### config.mk
export PLATFORM = sky130hd
export DESIGN_NAME = fetch_unit
export DESIGN_NICKNAME = d
export VERILOG_FILES = /design/src/rtl/fetch_pkg.sv /design/src/rtl/fetch_queue.sv /design/src/rtl/fetch_unit.sv
export SDC_FILE = /design/constraint.sdc
export NUM_CORES = 1
export LEC_CHECK = 0
export ABC_AREA = 1
export ABC_CLOCK_PERIOD_IN_PS = 5790
export BUFFER_PORTS_ARGS = -buffer_cell sky130_fd_sc_hd__buf_2
export CAP_MARGIN = 20
export CELL_PAD_IN_SITES_DETAIL_PLACEMENT = 2
export CELL_PAD_IN_SITES_GLOBAL_PLACEMENT = 2
export CORE_MARGIN = 3
export CORE_UTILIZATION = 34
export CTS_BUF_LIST = sky130_fd_sc_hd__clkbuf_2 sky130_fd_sc_hd__clkbuf_4 sky130_fd_sc_hd__clkbuf_8
export DETAILED_ROUTE_END_ITERATION = 6
export GPL_ROUTABILITY_DRIVEN = 0
export PLACE_DENSITY = 0.87
export SETUP_SLACK_MARGIN = 0.2
export SLEW_MARGIN = 20
export SYNTH_ARGS = -nofsm -noshare
export SYNTH_HDL_FRONTEND = slang
export SYNTH_HIERARCHICAL = 1
export SYNTH_SLANG_ARGS = --single-unit
### constraint.sdc
create_clock -name clk -period 5.79 [get_ports clk]
set_clock_uncertainty 0.1 [all_clocks]
set_input_delay 1.737 -clock clk [delete_from_list [all_inputs] [get_ports clk]]
set_output_delay 1.737 -clock clk [all_outputs]
set_load 0.05 [all_outputs]
### src/rtl/fetch_pkg.sv
// Shared types and constants for the instruction-fetch stage.
// Latency: n/a (types, constants and a pure combinational helper only).
// Backpressure: n/a.
package fetch_pkg;

    localparam logic [7:0]  B_AL_OPCODE    = 8'hEA;
    localparam logic [31:0] PC_STEP        = 32'd4;
    localparam logic [31:0] PC_READ_OFFSET = 32'd8;

    typedef struct packed {
        logic [31:0] instr;
        logic [31:0] pc;
        logic        pred;
    } fetch_entry_t;

    // ARM B target: PC-read value plus sign-extended word offset
    function automatic logic [31:0] branch_target(input logic [31:0] pc, input logic [31:0] instr);
        return pc + PC_READ_OFFSET + {{6{instr[23]}}, instr[23:0], 2'b00};
    endfunction

endpackage

### src/rtl/fetch_queue.sv
// Generic synchronous FIFO of fetch entries with flush; read data is the head slot.
// Latency: a pushed entry is visible at rd_dat the cycle after the push.
// Backpressure: caller must not push when full without popping; flush beats push/pop.
module fetch_queue
    import fetch_pkg::*;
#(
    parameter int DEPTH = 2
) (
    input  logic                     clk,
    input  logic                     reset,
    input  logic                     push,
    input  logic                     pop,
    input  logic                     flush,
    input  fetch_entry_t             wr_dat,
    output fetch_entry_t             rd_dat,
    output logic                     full,
    output logic                     empty,
    output logic [$clog2(DEPTH):0]   count
);

    localparam int AW = $clog2(DEPTH);
    localparam logic [AW:0] FULL_CNT = DEPTH[AW:0];

    fetch_entry_t    mem [DEPTH];
    logic [AW-1:0]   head;
    logic [AW-1:0]   tail;

    always_ff @(posedge clk) begin
        if (reset) begin
            head  <= '0;
            tail  <= '0;
            count <= '0;
            for (int i = 0; i < DEPTH; i++) begin
                mem[i] <= '0;
            end
        end else if (flush) begin
            head  <= '0;
            tail  <= '0;
            count <= '0;
        end else begin
            if (push) begin
                mem[tail] <= wr_dat;
                tail      <= tail + AW'(1);
            end
            if (pop) begin
                head <= head + AW'(1);
            end
            if (push && !pop) begin
                count <= count + (AW+1)'(1);
            end else if (pop && !push) begin
                count <= count - (AW+1)'(1);
            end
        end
    end

    assign rd_dat = mem[head];
    assign full   = (count == FULL_CNT);
    assign empty  = (count == '0);

endmodule

### src/rtl/fetch_unit.sv
// Fetch stage: owns PC, reads ROM, queues {instr,pc,pred}; FETCH_PREDECODE_EN adds B-AL early redirect.
// Latency: word fetched in cycle N reaches out_* in N+1 when the queue was empty.
// Backpressure: out_ready low fills the queue, then the PC freezes; redirect flushes everything.
module fetch_unit
    import fetch_pkg::*;
#(
    parameter int          DEPTH    = 2,
    parameter logic [31:0] PC_RESET = 32'h0000_0000
) (
    input  logic        clk,
    input  logic        reset,
    output logic [31:0] imem_addr,
    input  logic [31:0] imem_rd,
    input  logic        redirect_valid,
    input  logic [31:0] redirect_pc,
    output logic        out_valid,
    input  logic        out_ready,
    output logic [31:0] out_instr,
    output logic [31:0] out_pc,
    output logic [31:0] out_pc_plus8,
    output logic        out_pred_taken
);

    logic [31:0]            pc;
    logic [31:0]            next_pc;
    logic                   pred;
    logic                   push;
    logic                   pop;
    logic                   full;
    logic                   empty;
    logic [$clog2(DEPTH):0] count;
    fetch_entry_t           wr_entry;
    fetch_entry_t           head;

`ifdef FETCH_PREDECODE_EN
    assign pred    = (imem_rd[31:24] == B_AL_OPCODE);
    assign next_pc = pred ? branch_target(pc, imem_rd) : pc + PC_STEP;
`else
    assign pred    = 1'b0;
    assign next_pc = pc + PC_STEP;
`endif

    assign imem_addr = pc;
    assign pop       = out_valid && out_ready;
    // Full queue can still take a word when the head leaves in the same cycle
    assign push      = !redirect_valid && (!full || pop);

    assign wr_entry.instr = imem_rd;
    assign wr_entry.pc    = pc;
    assign wr_entry.pred  = pred;

    always_ff @(posedge clk) begin
        if (reset) begin
            pc <= PC_RESET;
        end else if (redirect_valid) begin
            pc <= redirect_pc & ~32'h3;
        end else if (push) begin
            pc <= next_pc;
        end
    end

    fetch_queue #(.DEPTH(DEPTH)) u_queue (
        .clk    (clk),
        .reset  (reset),
        .push   (push),
        .pop    (pop),
        .flush  (redirect_valid),
        .wr_dat (wr_entry),
        .rd_dat (head),
        .full   (full),
        .empty  (empty),
        .count  (count)
    );

    assign out_valid      = !empty;
    assign out_instr      = head.instr;
    assign out_pc         = head.pc;
    assign out_pc_plus8   = head.pc + PC_READ_OFFSET;
    assign out_pred_taken = head.pred;

    a_count_bound: assert property (@(posedge clk) int'(count) <= DEPTH);

endmodule

Word level (Yosys, flattened, before mapping)
Memories as Yosys holds them, arrays and structs flattened. A register that Yosys moved wholly into a read port is not among the register bits.
Index checks and enable logic that the tools add are counted.
{"block": "classes", "add_sub_neg": 6, "n_eq_ne": 1, "muxes": 15, "n_reduce_logical": 15}
{"operator": "two-way mux 32 bit", "n": 2}
{"operator": "two-way mux 64 bit", "n": 1}
{"operator": "OR reduction 64 bit", "n": 1}
{"operator": "adder 32 x 3 -> 32 bit (second input constant)", "n": 1}
{"operator": "adder 32 x 4 -> 32 bit (second input constant)", "n": 1}
{"operator": "two-way mux 1 bit", "n": 10}
{"operator": "zero test 1 bit", "n": 5}
{"operator": "logical AND 1 bit", "n": 4}
{"operator": "two-way mux 2 bit", "n": 2}
{"operator": "nonzero test 2 bit", "n": 2}
{"operator": "adder 1 bit (second input constant)", "n": 2}
{"operator": "adder 2 x 1 -> 2 bit (second input constant)", "n": 1}
{"operator": "equality test 2 bit (second input constant)", "n": 1}
{"operator": "zero test 2 bit", "n": 1}
{"operator": "OR reduction 2 bit", "n": 1}
{"operator": "subtractor 2 x 1 -> 2 bit (second input constant)", "n": 1}
{"operator": "logical OR 1 bit", "n": 1}
{"block": "word_totals", "regBits": 36, "ramBits": 128, "in_bits": 68, "out_inout_bits": 130, "wordCells": 43, "mem_count": 1}
{"name": "u_queue.mem", "words": 2, "word_bits": 64, "rd": 1, "rd_clocked_by_memory_dff": 1, "wr": 2, "line_no": "fetch_queue.sv:24", "rtl": "fetch_entry_t mem [DEPTH];"}

Longest topological paths before layout
Gate-level depths: netlist (run 1).
{"block": "logic_depth", "ltp_word": 11, "ltp_mapped": 13}

By module
The synthesis (run 1) kept the hierarchy.
{"module": "fetch_queue", "instances": 1, "cells_each": 446, "area_each_um2": 5776.8}
{"module": "fetch_unit", "instances": 1, "cells_each": 506, "area_each_um2": 2910.3}

Worst setup path after synthesis (run 1)
No wires, ideal clock.
{"block": "synth_timing", "path_kind": "input to register", "start": "input port redirect_valid", "end": "memory u_queue/mem[0][0] (netlist name), enable pin", "arrival_ns": 3.982, "t_required_ns": 4.994, "slack_ns": 1.012, "stages": 10, "path_buffers": 3, "cell_sequence": "buf_2 -> inv_2 -> nand2_1 -> clkinv_1 -> inv_1 -> nor2_1 -> nand2_1 -> buf_4 -> buf_6 -> nand2_1"}
{"item": "start: declaration", "line_no": "fetch_unit.sv:14", "rtl": "input logic redirect_valid,"}
{"item": "end: declaration", "line_no": "fetch_queue.sv:24"}

==> metrics.csv, run 1 <==
stage,metric,value,unit
final_layout,fill cell count,2790,
worst_setup_path,CP Class,flip-flop to primary output,
worst_setup_path,Setup crit start kind,flip-flop,
final_layout,# diodes,0,
logic_synthesis,Post-synth EDFFs,130,
hold_path,Hold Path Class,flip-flop to flip-flop,
final_layout,fin nets,1211,
detailed_routing,Pre-Repair DR Iteration Count,5,
sta,post-layout minimum cycle time,5.03,ns
worst_setup_path,CP max FO,20,
detailed_routing,vias,7420,
power,Power Total,0.00283,W
global_routing,first-pass GRT wire length,47.3,mm
sta,final max-slew violation count,0,
worst_setup_path,CP Cell Sequence,"buf_4, mux2_2, inv_1, nor3_1, inv_1, nor2_4, nand2_4, nor2_2, xor2_1, buf_2",
cts,"Setup Fix Bufs, Post-CTS",0,
global_routing,"Remaining Overflow, GRT",0,
global_routing,largest net degree at the start of global routing,67,
logic_synthesis,"area leader, netlist",edfxtp_1,
cts,clk slew on worst S/H paths,0.11,ns
final_layout,"commonest non-fill, non-tap cells in the layout","buf_2, nor2_1, nand2_1",
placement,cell area after placement,9940,um2
final_layout,share of layout cells above drive strength 1,28.3,%
logic_synthesis,"FF+latch count, synth",165,
logic_synthesis,Post-Synthesis Cell Area,8690,um2
global_routing,GR Util All Layers,21.7,%
placement,I/O Buffers,193,
worst_setup_path,max incr delay on CP,0.51,ns
final_layout,Area growth syn-to-layout,19.2,%
placement,DP Wirelength,22.1,mm
floorplanning,Rows,57,
logic_synthesis,ranking of synthesized cells by area,"edfxtp_1, mux2_2, nor2_1, dfxtp_1, nand2_1",
logic_synthesis,"Async S/R FF share, synth",0,%
floorplanning,Core Area,24700,um2
detailed_routing,Vias per Instance,5.02,
worst_setup_path,Worst Path Arrival,3.20,ns
floorplanning,die height,166,um
cts,CTS H-tree lvls,4,
sta,part of the cycle the worst path needs,86.9,%
logic_synthesis,sequential area share after synthesis,53.0,%
logic_synthesis,Synth top area share,44.9,%
floorplanning,initial core utilization,35.1,%
sta,Final Hold Viols,0,
power,worst vdd ir,0.000142,V
worst_setup_path,CP top delay family,buffers and inverters,
cts,Clock Latency Late Sink,0.47,ns
detailed_routing,average wire per cell in the routed design,20.3,um
logic_synthesis,yosys warns,6,
sta,total negative setup slack,0,ns
cts,Max Root-Sink Buffers,2,
sta,worst slew pin tran,0.718,ns
worst_setup_path,Critical path buffers and inverters,4,
cts,Root Buffer,clkbuf_8,
final_layout,"commonest non-fill, non-tap cell in the layout",buf_2,
worst_setup_path,"Max stage delay cell, worst path",dfxtp_2,
detailed_routing,number of remaining DRC errors,0,
logic_synthesis,Synth Instances,952,
cts,CTS Buf Count,17,
worst_setup_path,most used cell along the critical path,inv_1,
floorplanning,die width,166,um
detailed_routing,post-route ant nets,0,
cts,TritonCTS clock tree,done,
logic_synthesis,Avg Synthesized Cell Area,9.13,um2
worst_setup_path,crit path capture type,primary output,
worst_setup_path,Worst Path Required,3.95,ns
sta,unrepaired setup endpoints after global routing,no,
run,maxcap violations,0,
final_layout,post-route cell area,10400,um2
global_routing,number of global-route vias before repair,8056,
floorplanning,die area,27500,um2
detailed_routing,DRT iter0 DRCs,409,
outcome,outcome,completed,
sta,worst hold slack,0.420,ns
cts,cts hold-fix bufs,0,
global_routing,antenna violations before repair,0,
floorplanning,io pins,198,
sta,FMAX,0.199,GHz
logic_synthesis,post-synth cell types,41,
sta,Rel. slew slack,52.1,%
power,Leak Pwr,4.47,nW
sta,# setup viols final,0,
cts,CTS resizes,0,
cts,clock tree sinks,165,
power,pwr/cell area,273,nW/um2
detailed_routing,drt total wl,29.9,mm
final_layout,Util after Layout,41.9,%
logic_synthesis,Main synth FF type,edfxtp_1,
cell usage after synthesis (2+ instances only):
| master | n |
|---|---|
| buf_4 | 12 |
| nand2_1 | 168 |
| dfxtp_1 | 35 |
| xor2_1 | 20 |
| nand3_1 | 40 |
| nor3_4 | 2 |
| clkinv_1 | 2 |
| a21oi_1 | 27 |
| buf_2 | 9 |
| buf_1 | 3 |
| inv_2 | 2 |
| clkbuf_1 | 6 |
| o211ai_1 | 2 |
| ha_1 | 3 |
| o221ai_1 | 3 |
| nand3_2 | 2 |
| o21ai_0 | 21 |
| xnor2_1 | 8 |
| inv_1 | 133 |
| nor4_1 | 4 |
| nor2_2 | 5 |
| nor2_1 | 189 |
| mux2_2 | 65 |
| nand3b_1 | 5 |
| edfxtp_1 | 130 |
| a31oi_1 | 6 |
| nor3_1 | 12 |
| a22oi_1 | 4 |
| buf_6 | 7 |
| nand2_2 | 5 |
| nor2_4 | 4 |
| nand4_1 | 9 |
flip-flops by register name (all words and copies together), names as in the netlist, named ones only:
signal and flops:
imem_addr 30, u_queue/tail 1, u_queue/head 1, u_queue/mem 130, u_queue/count 2
final timing paths:
| check | slack, ns | depth (start not counted) | start | to |
|---|---|---|---|---|
| worst max register to register | 3.10 | 11 | u_queue/count[0] | u_queue/mem[0][28] |
| worst min register to register | 0.42 | 2 | u_queue/tail | u_queue/tail |
| worst min-delay path | 0.42 | 2 | u_queue/tail | u_queue/tail |
| worst max-delay path | 0.76 | 10 | flip-flop | out_pc_plus8[25] |
layout make-up:
class / count / area [um2] / share of cell area, %
sequential: 165 / 4610 / 44.5
clock buffer: 17 / 234 / 2.26
timing repair buffer: 202 / 1070 / 10.3
multi-input combinational: 617 / 3340 / 32.3
clock inverter: 15 / 184 / 1.78
tap: 324 / 405 / 3.91
inverter: 137 / 514 / 4.96
per-stage QoR:
stage	cells	setup slack (ns)
floorplan	956	1.01
global placement	1445	1.44
detailed placement	1445	1.25
CTS	1477	0.727
global route	1477	0.585
finish	1477	0.757
worst register-to-register path, cell delays in order (launching register included):
cell,delay [ns]
dfxtp_1,0.36
nor2_1,0.09
inv_1,0.06
nand2_1,0.10
nand2_2,0.16
nand2_1,0.25
clkinv_1,0.44
inv_1,0.21
nor2_1,0.07
nand2_2,0.10
buf_12,0.31
nor2_1,0.18
metal layers:
metal  wire length [um]  vias to the layer above  GRT usage, %
li1                   -                     3468             -
met1              12900                     3717          27.3
met2              15300                      199          39.0
met3               1130                       36          3.62
met4                586                        0          5.61
met5                  0                        -             0
kinds of logic (layout without fill, tap and decap cells):
| kind of cell | Yosys count | in the layout | share of synthesized area, % |
|---|---|---|---|
| AO/OA/AOI/OAI | 67 | 67 | 4.35 |
| XOR/XNOR | 28 | 28 | 2.82 |
| adder cells (fa/ha/maj) | 3 | 3 | 0.432 |
| buffers and inverters | 174 | 371 | 8.77 |
| flip-flops | 165 | 165 | 53.0 |
| multiplexers | 65 | 65 | 8.43 |
| other | 1 | 5 | 0.0432 |
| AND/OR/NAND/NOR | 449 | 449 | 22.2 |
where the power goes:
part	internal, W	total, W	leakage, nW	switching (W)
Clock	0.000333	0.000859	0.208	0.000526
Sequential	0.00134	0.00139	1.64	0.0000498
Combinational	0.000136	0.000577	2.62	0.000441
Total	0.00181	0.00283	4.47	0.00102
Note: power is estimated with default switching activity, not from simulation.
==> run 2: changes to the inputs <==
==> constraint.sdc (replaced) <==
create_clock -name clk -period 5.79 [get_ports clk]
set_clock_uncertainty 0.1 [all_clocks]
set_input_delay 0.579 -clock clk [delete_from_list [all_inputs] [get_ports clk]]
set_output_delay 0.579 -clock clk [all_outputs]
set_load 0.05 [all_outputs]
==> run 2 against run 1 <==
- critical path type unchanged
- hold slack worse by 0.14 ns
- setup slack better by 1.0 ns
- total power down 0.27%
- wire length is 0.52% lower
- largest cell class unchanged
- sequential power about the same
- highest routed layer unchanged
- clock power is 0.6% lower
==> metrics.csv, run 2 (synthesized netlist as in run 1, its figures left out) <==
stage,metric,value,unit,change
power,Leak Pwr,4.44,nW,-0.70%
floorplanning,Rows,57,,unchanged
floorplanning,Core Area,24700,um2,unchanged
worst_setup_path,CP Cell Sequence,"mux2_2, ha_1, nand2_2, nor3_4, nand2_2, nor2_4, nand2_4, nor2_2, xor2_1, buf_2",,
placement,DP Wirelength,21.6,mm,-2.2%
sta,Final Hold Viols,0,,unchanged
worst_setup_path,Worst Path Arrival,3.31,ns,+0.11 ns
hold_path,HP Start,redirect_pc[10],,
worst_setup_path,"Max stage delay cell, worst path",dfxtp_2,,
detailed_routing,average wire per cell in the routed design,20.2,um,-0.38%
cts,Clock Latency Late Sink,0.46,ns,about the same
placement,cell area after placement,9900,um2,-0.40%
sta,worst slew pin tran,0.971,ns,+0.253 ns
global_routing,antenna violations before repair,0,,unchanged
cts,Root Buffer,clkbuf_8,,
global_routing,largest net degree at the start of global routing,67,,unchanged
worst_setup_path,Setup crit start kind,flip-flop,,
final_layout,most flop-heavy register,u_queue/mem,,
worst_setup_path,CP Class,flip-flop to primary output,,
global_routing,"Remaining Overflow, GRT",0,,unchanged
placement,cell total after placement,1443,,-0.14%
floorplanning,initial core utilization,35.1,%,unchanged
worst_setup_path,R2R Setup Slk,2.38,ns,-0.72 ns
detailed_routing,Vias per Instance,5.00,,-0.54%
worst_setup_path,Worst Path Required,5.11,ns,+1.16 ns
detailed_routing,vias,7370,,-0.67%
detailed_routing,drt total wl,29.8,mm,-0.52%
global_routing,GR Util All Layers,21.6,%,-0.19 points
cts,CTS Buf Count,17,,unchanged
sta,Rel. slew slack,35.3,%,-17 points
final_layout,Layout Cells excl Fill,1475,,-0.14%
power,pwr/cell area,274,nW/um2,+0.36%
worst_setup_path,crit path capture type,primary output,,
floorplanning,io pins,198,,unchanged
detailed_routing,post-route ant nets,0,,unchanged
final_layout,"commonest non-fill, non-tap cells in the layout","buf_2, nor2_1, nand2_1",,
global_routing,number of global-route vias before repair,8059,,+0.037%
global_routing,first-pass GRT wire length,47.0,mm,-0.77%
cts,TritonCTS clock tree,done,,
cts,cts hold-fix bufs,0,,unchanged
worst_setup_path,max incr delay on CP,0.85,ns,+0.34 ns
sta,worst hold slack,0.278,ns,-0.142 ns
worst_setup_path,most used cell along the critical path,nand2_2,,
sta,final max-slew violation count,0,,unchanged
final_layout,post-route cell area,10300,um2,-0.63%
cts,"Setup Fix Bufs, Post-CTS",0,,unchanged
outcome,outcome,completed,,
sta,total negative setup slack,0,ns,unchanged
cts,CTS resizes,0,,unchanged
run,maxcap violations,0,,unchanged
detailed_routing,DRT iter0 DRCs,427,,+4.4%
detailed_routing,number of remaining DRC errors,0,,unchanged
final_layout,# diodes,0,,unchanged
final_layout,fill cell count,2818,,+1.0%
sta,post-layout minimum cycle time,3.99,ns,-1.04 ns
final_layout,share of layout cells above drive strength 1,28.1,%,-0.12 points
final_layout,fin nets,1209,,-0.17%
placement,I/O Buffers,193,,unchanged
power,worst vdd ir,0.000124,V,-12%
sta,# setup viols final,0,,unchanged
final_layout,max reg flops,130,,unchanged
cts,clock tree sinks,165,,unchanged
floorplanning,die area,27500,um2,unchanged
final_layout,area of the multi-input gates,3340,um2,unchanged
sta,unrepaired setup endpoints after global routing,no,,
final_layout,Area growth syn-to-layout,18.5,%,
final_layout,FF/Latch Area,4610,um2,unchanged
worst_setup_path,CP max FO,30,,+50%
hold_path,Hold Path Class,primary input to flip-flop,,
cts,CTS H-tree lvls,4,,unchanged
power,Power Total,0.00282,W,-0.27%
sta,FMAX,0.250,GHz,+26%
detailed_routing,Pre-Repair DR Iteration Count,5,,unchanged
cts,Max Root-Sink Buffers,2,,unchanged
floorplanning,die width,166,um,unchanged
worst_setup_path,Worst R2R Start,u_queue/count[0],,
final_layout,"commonest non-fill, non-tap cell in the layout",buf_2,,
cts,clk slew on worst S/H paths,0.11,ns,about the same
floorplanning,die height,166,um,unchanged
sta,part of the cycle the worst path needs,69.0,%,-18 points
-- run 2: worst max-delay path, delay by kind of cell (launching register included) --
family	cells	cell delay [ns]
flops	1	0.85
simple gates	6	0.81
mux	1	0.40
buf+inv	1	0.30
fa+ha+maj	1	0.27
xor+xnor	1	0.22
-- run 2: metal layers --
metal | GRT usage (%) | vias up | share of wire [%]
met3 | 3.48 | 24 | 3.4
met4 | 5.14 | 0 | 1.4
li1 | - | 3458 | -
met1 | 27.4 | 3721 | 44
met2 | 38.5 | 167 | 52
met5 | 0 | - | 0
-- run 2: area by class of cell --
type / instances / share of cell area (%)
timing repair buffer: 200 / 10.0
sequential: 165 / 44.7
tap: 324 / 3.94
multi-input combinational: 617 / 32.5
clock buffer: 17 / 2.27
inverter: 137 / 5.00
clock inverter: 15 / 1.54
-- run 2: path summary, 6_finish.rpt --
check,to,depth (start not counted)
min,imem_addr[10],3
min reg2reg,u_queue/tail,2
max,out_pc_plus8[23],10
max reg2reg,u_queue/mem[1][23],9
-- run 2: through the flow --
step | setup WS (ns) | utilization, %
finish | 1.80 | 41.6
global route | 1.58 | 41.6
CTS | 1.75 | 41.6
detailed placement | 2.16 | 40.0
global placement | 2.22 | 40.0
floorplan | 2.04 | -
-- run 2: power breakdown --
part | internal [W] | total [W] | switching (W) | leakage (nW)
clock network | 0.000361 | 0.000854 | 0.000493 | 0.198
logic | 0.000134 | 0.000573 | 0.000439 | 2.60
registers | 0.00134 | 0.00139 | 0.0000507 | 1.64
==> run 3: changes to the inputs <==
Settings changed: ABC_CLOCK_PERIOD_IN_PS 5790 to 3200, CORE_UTILIZATION 34 to 30, PLACE_DENSITY 0.87 to 0.82.
Clock period 5.79 ns to 3.2 ns, I/O delays scaled along.
==> run 3 against run 2 <==
- critical path depth fell by 1
- register-to-register slack got worse by 1.7 ns
- cell area rose by 7.5%
- combinational power rose by 94%
- sequential share of layout area fell by 3.1 points
- highest routed layer unchanged
==> metrics.csv, run 3 (synthesized netlist as in run 1, its figures left out) <==
stage,metric,value,unit,change
cts,Clock Latency Late Sink,0.46,ns,about the same
worst_setup_path,CP max FO,10,,-67%
hold_path,Hold Path Class,primary input to flip-flop,,
cts,TritonCTS clock tree,done,,
final_layout,Area growth syn-to-layout,27.4,%,
global_routing,GR Util All Layers,19.0,%,-2.5 points
final_layout,# diodes,0,,unchanged
floorplanning,die area,31000,um2,+13%
cts,CTS H-tree lvls,4,,unchanged
final_layout,"commonest non-fill, non-tap cells in the layout","nor2_1, buf_2, nand2_1",,
cts,CTS Buf Count,17,,unchanged
worst_setup_path,Setup crit start kind,flip-flop,,
floorplanning,Core Area,28200,um2,+14%
detailed_routing,DRT iter0 DRCs,411,,-3.7%
sta,Final Hold Viols,0,,unchanged
outcome,outcome,completed,,
final_layout,fill cell count,3112,,+10%
detailed_routing,number of remaining DRC errors,0,,unchanged
global_routing,largest net degree at the start of global routing,66,,-1.5%
detailed_routing,average wire per cell in the routed design,20.0,um,-1.1%
worst_setup_path,crit path capture type,primary output,,
sta,final worst slack,0.190,ns,-1.61 ns
sta,unrepaired setup endpoints after global routing,yes,,
placement,pre-CTS setup slack,0.390,ns,-1.77 ns
final_layout,most flop-heavy register,u_queue/mem,,
global_routing,number of global-route vias before repair,8042,,-0.21%
detailed_routing,Met3 Wirelength,1.16,mm,+13%
detailed_routing,Pre-Repair DR Iteration Count,4,,-1
power,worst vdd ir,0.000227,V,+82%
sta,part of the cycle the worst path needs,94.1,%,
global_routing,"Remaining Overflow, GRT",0,,unchanged
final_layout,post-route cell area,11100,um2,+7.5%
sta,# setup viols final,0,,unchanged
final_layout,share of layout cells above drive strength 1,33.4,%,+5.2 points
sta,FMAX,0.332,GHz,
cts,Root Buffer,clkbuf_8,,
final_layout,"commonest non-fill, non-tap cell in the layout",nor2_1,,
cts,Max Root-Sink Buffers,2,,unchanged
worst_setup_path,Worst Path Required,2.78,ns,-2.33 ns
placement,DP Wirelength,21.9,mm,+1.2%
sta,worst hold slack,0.0391,ns,-0.239 ns
floorplanning,die height,176,um,+6.2%
cts,clk slew on worst S/H paths,0.11,ns,about the same
floorplanning,Rows,61,,+7.0%
worst_setup_path,CP Class,flip-flop to primary output,,
sta,post-layout minimum cycle time,3.01,ns,
floorplanning,initial core utilization,30.8,%,-4.3 points
detailed_routing,DR WL met2,16.3,mm,+6.4%
power,pwr/cell area,473,nW/um2,+73%
sta,worst slew pin tran,0.683,ns,-0.288 ns
sta,final max-slew violation count,0,,unchanged
placement,cell total after placement,1507,,+4.4%
floorplanning,io pins,198,,unchanged
final_layout,area of the multi-input gates,3640,um2,+8.9%
final_layout,max reg flops,130,,unchanged
detailed_routing,Vias per Instance,4.75,,-5.0%
global_routing,antenna violations before repair,0,,unchanged
detailed_routing,met1 WL,13.3,mm,+2.2%
floorplanning,die width,176,um,+6.2%
worst_setup_path,Worst Path Arrival,2.59,ns,-0.72 ns
placement,I/O Buffers,193,,unchanged
final_layout,Layout Cells excl Fill,1561,,+5.8%
global_routing,first-pass GRT wire length,45.8,mm,-2.5%
final_layout,FF/Latch Area,4610,um2,about the same
detailed_routing,vias,7412,,+0.57%
detailed_routing,drt total wl,31.2,mm,+4.7%
power,Leak Pwr,4.76,nW,+7.4%
sta,Rel. slew slack,54.5,%,+19 points
cts,clock tree sinks,165,,unchanged
final_layout,fin nets,1241,,+2.6%
run,maxcap violations,0,,unchanged
placement,cell area after placement,10100,um2,+2.4%
sta,total negative setup slack,0,ns,unchanged
detailed_routing,top sig layer,met4,,
detailed_routing,post-route ant nets,0,,unchanged
-- run 3: cell types whose count changed in the layout (fill, tap and decap cells not counted), moves of 6 or more --
cell     delta
buf_4      +31
buf_2      -17
mux2_2     -11
mux2_4     +11
nor2_1     -11
nand2_1     -8
buf_6       +7
nand2_4     +6
nor2_2      +6
-- run 3: metrics by stage --
step	util (%)	total power [W]
2_1_floorplan	-	0.00329
3_3_place_gp	36.0	0.00358
3_5_place_dp	36.0	0.00362
4_1_cts	37.9	0.00524
5_1_grt	39.3	0.00545
6_report	39.3	0.00523
-- run 3: timing repair --
action | in CTS | in global routing
cloned | 0 | 1
setup buffers | 3 | 16
setup endpoints to repair | 20 | 18
pin swaps | 2 | 19
hold endpoints to repair | 2 | 0
hold buffers | 2 | 0
gates resized for setup | 24 | 63
-- run 3: power by group --
| part | internal (W) | total [W] | switching, W |
|---|---|---|---|
| combinational | 0.000289 | 0.00111 | 0.000825 |
| clock | 0.000620 | 0.00161 | 0.000988 |
| sequential | 0.00242 | 0.00251 | 0.0000896 |
-- run 3: critical path: stages, from the launching register on --
cell     delay (ns)
dfxtp_4        0.37
buf_12         0.14
buf_16         0.15
mux2_2         0.28
nand2_1        0.17
nor2_2         0.19
nand2_1        0.11
nor4_2         0.30
xor2_1         0.19
buf_4          0.22
-- run 3: layout make-up --
cell class,count,share of cell area (%)
Clock buffer,17,2.11
Clock inverter,15,1.73
Inverter,137,4.65
Multi-Input combinational cell,617,32.9
Sequential cell,165,41.6
Tap cell,378,4.27
Timing Repair Buffer,232,12.7
-- run 3: final timing paths --
| check | startpoint | slack, ns | cells past startpoint | to |
|---|---|---|---|---|
| max | flip-flop | 0.19 | 9 | out_pc_plus8[28] |
| min | redirect_pc[2] | 0.04 | 3 | imem_addr[2] |
| max reg2reg | u_queue/count[0] | 0.68 | 11 | u_queue/mem[0][55] |
| min reg2reg | u_queue/tail | 0.42 | 2 | u_queue/tail |
-- run 3: metal layers --
metal | track usage (%) | up-vias
li1 | - | 3516
met1 | 24.1 | 3694
met2 | 34.4 | 175
met3 | 2.80 | 27
met4 | 4.22 | 0
met5 | 0 | -
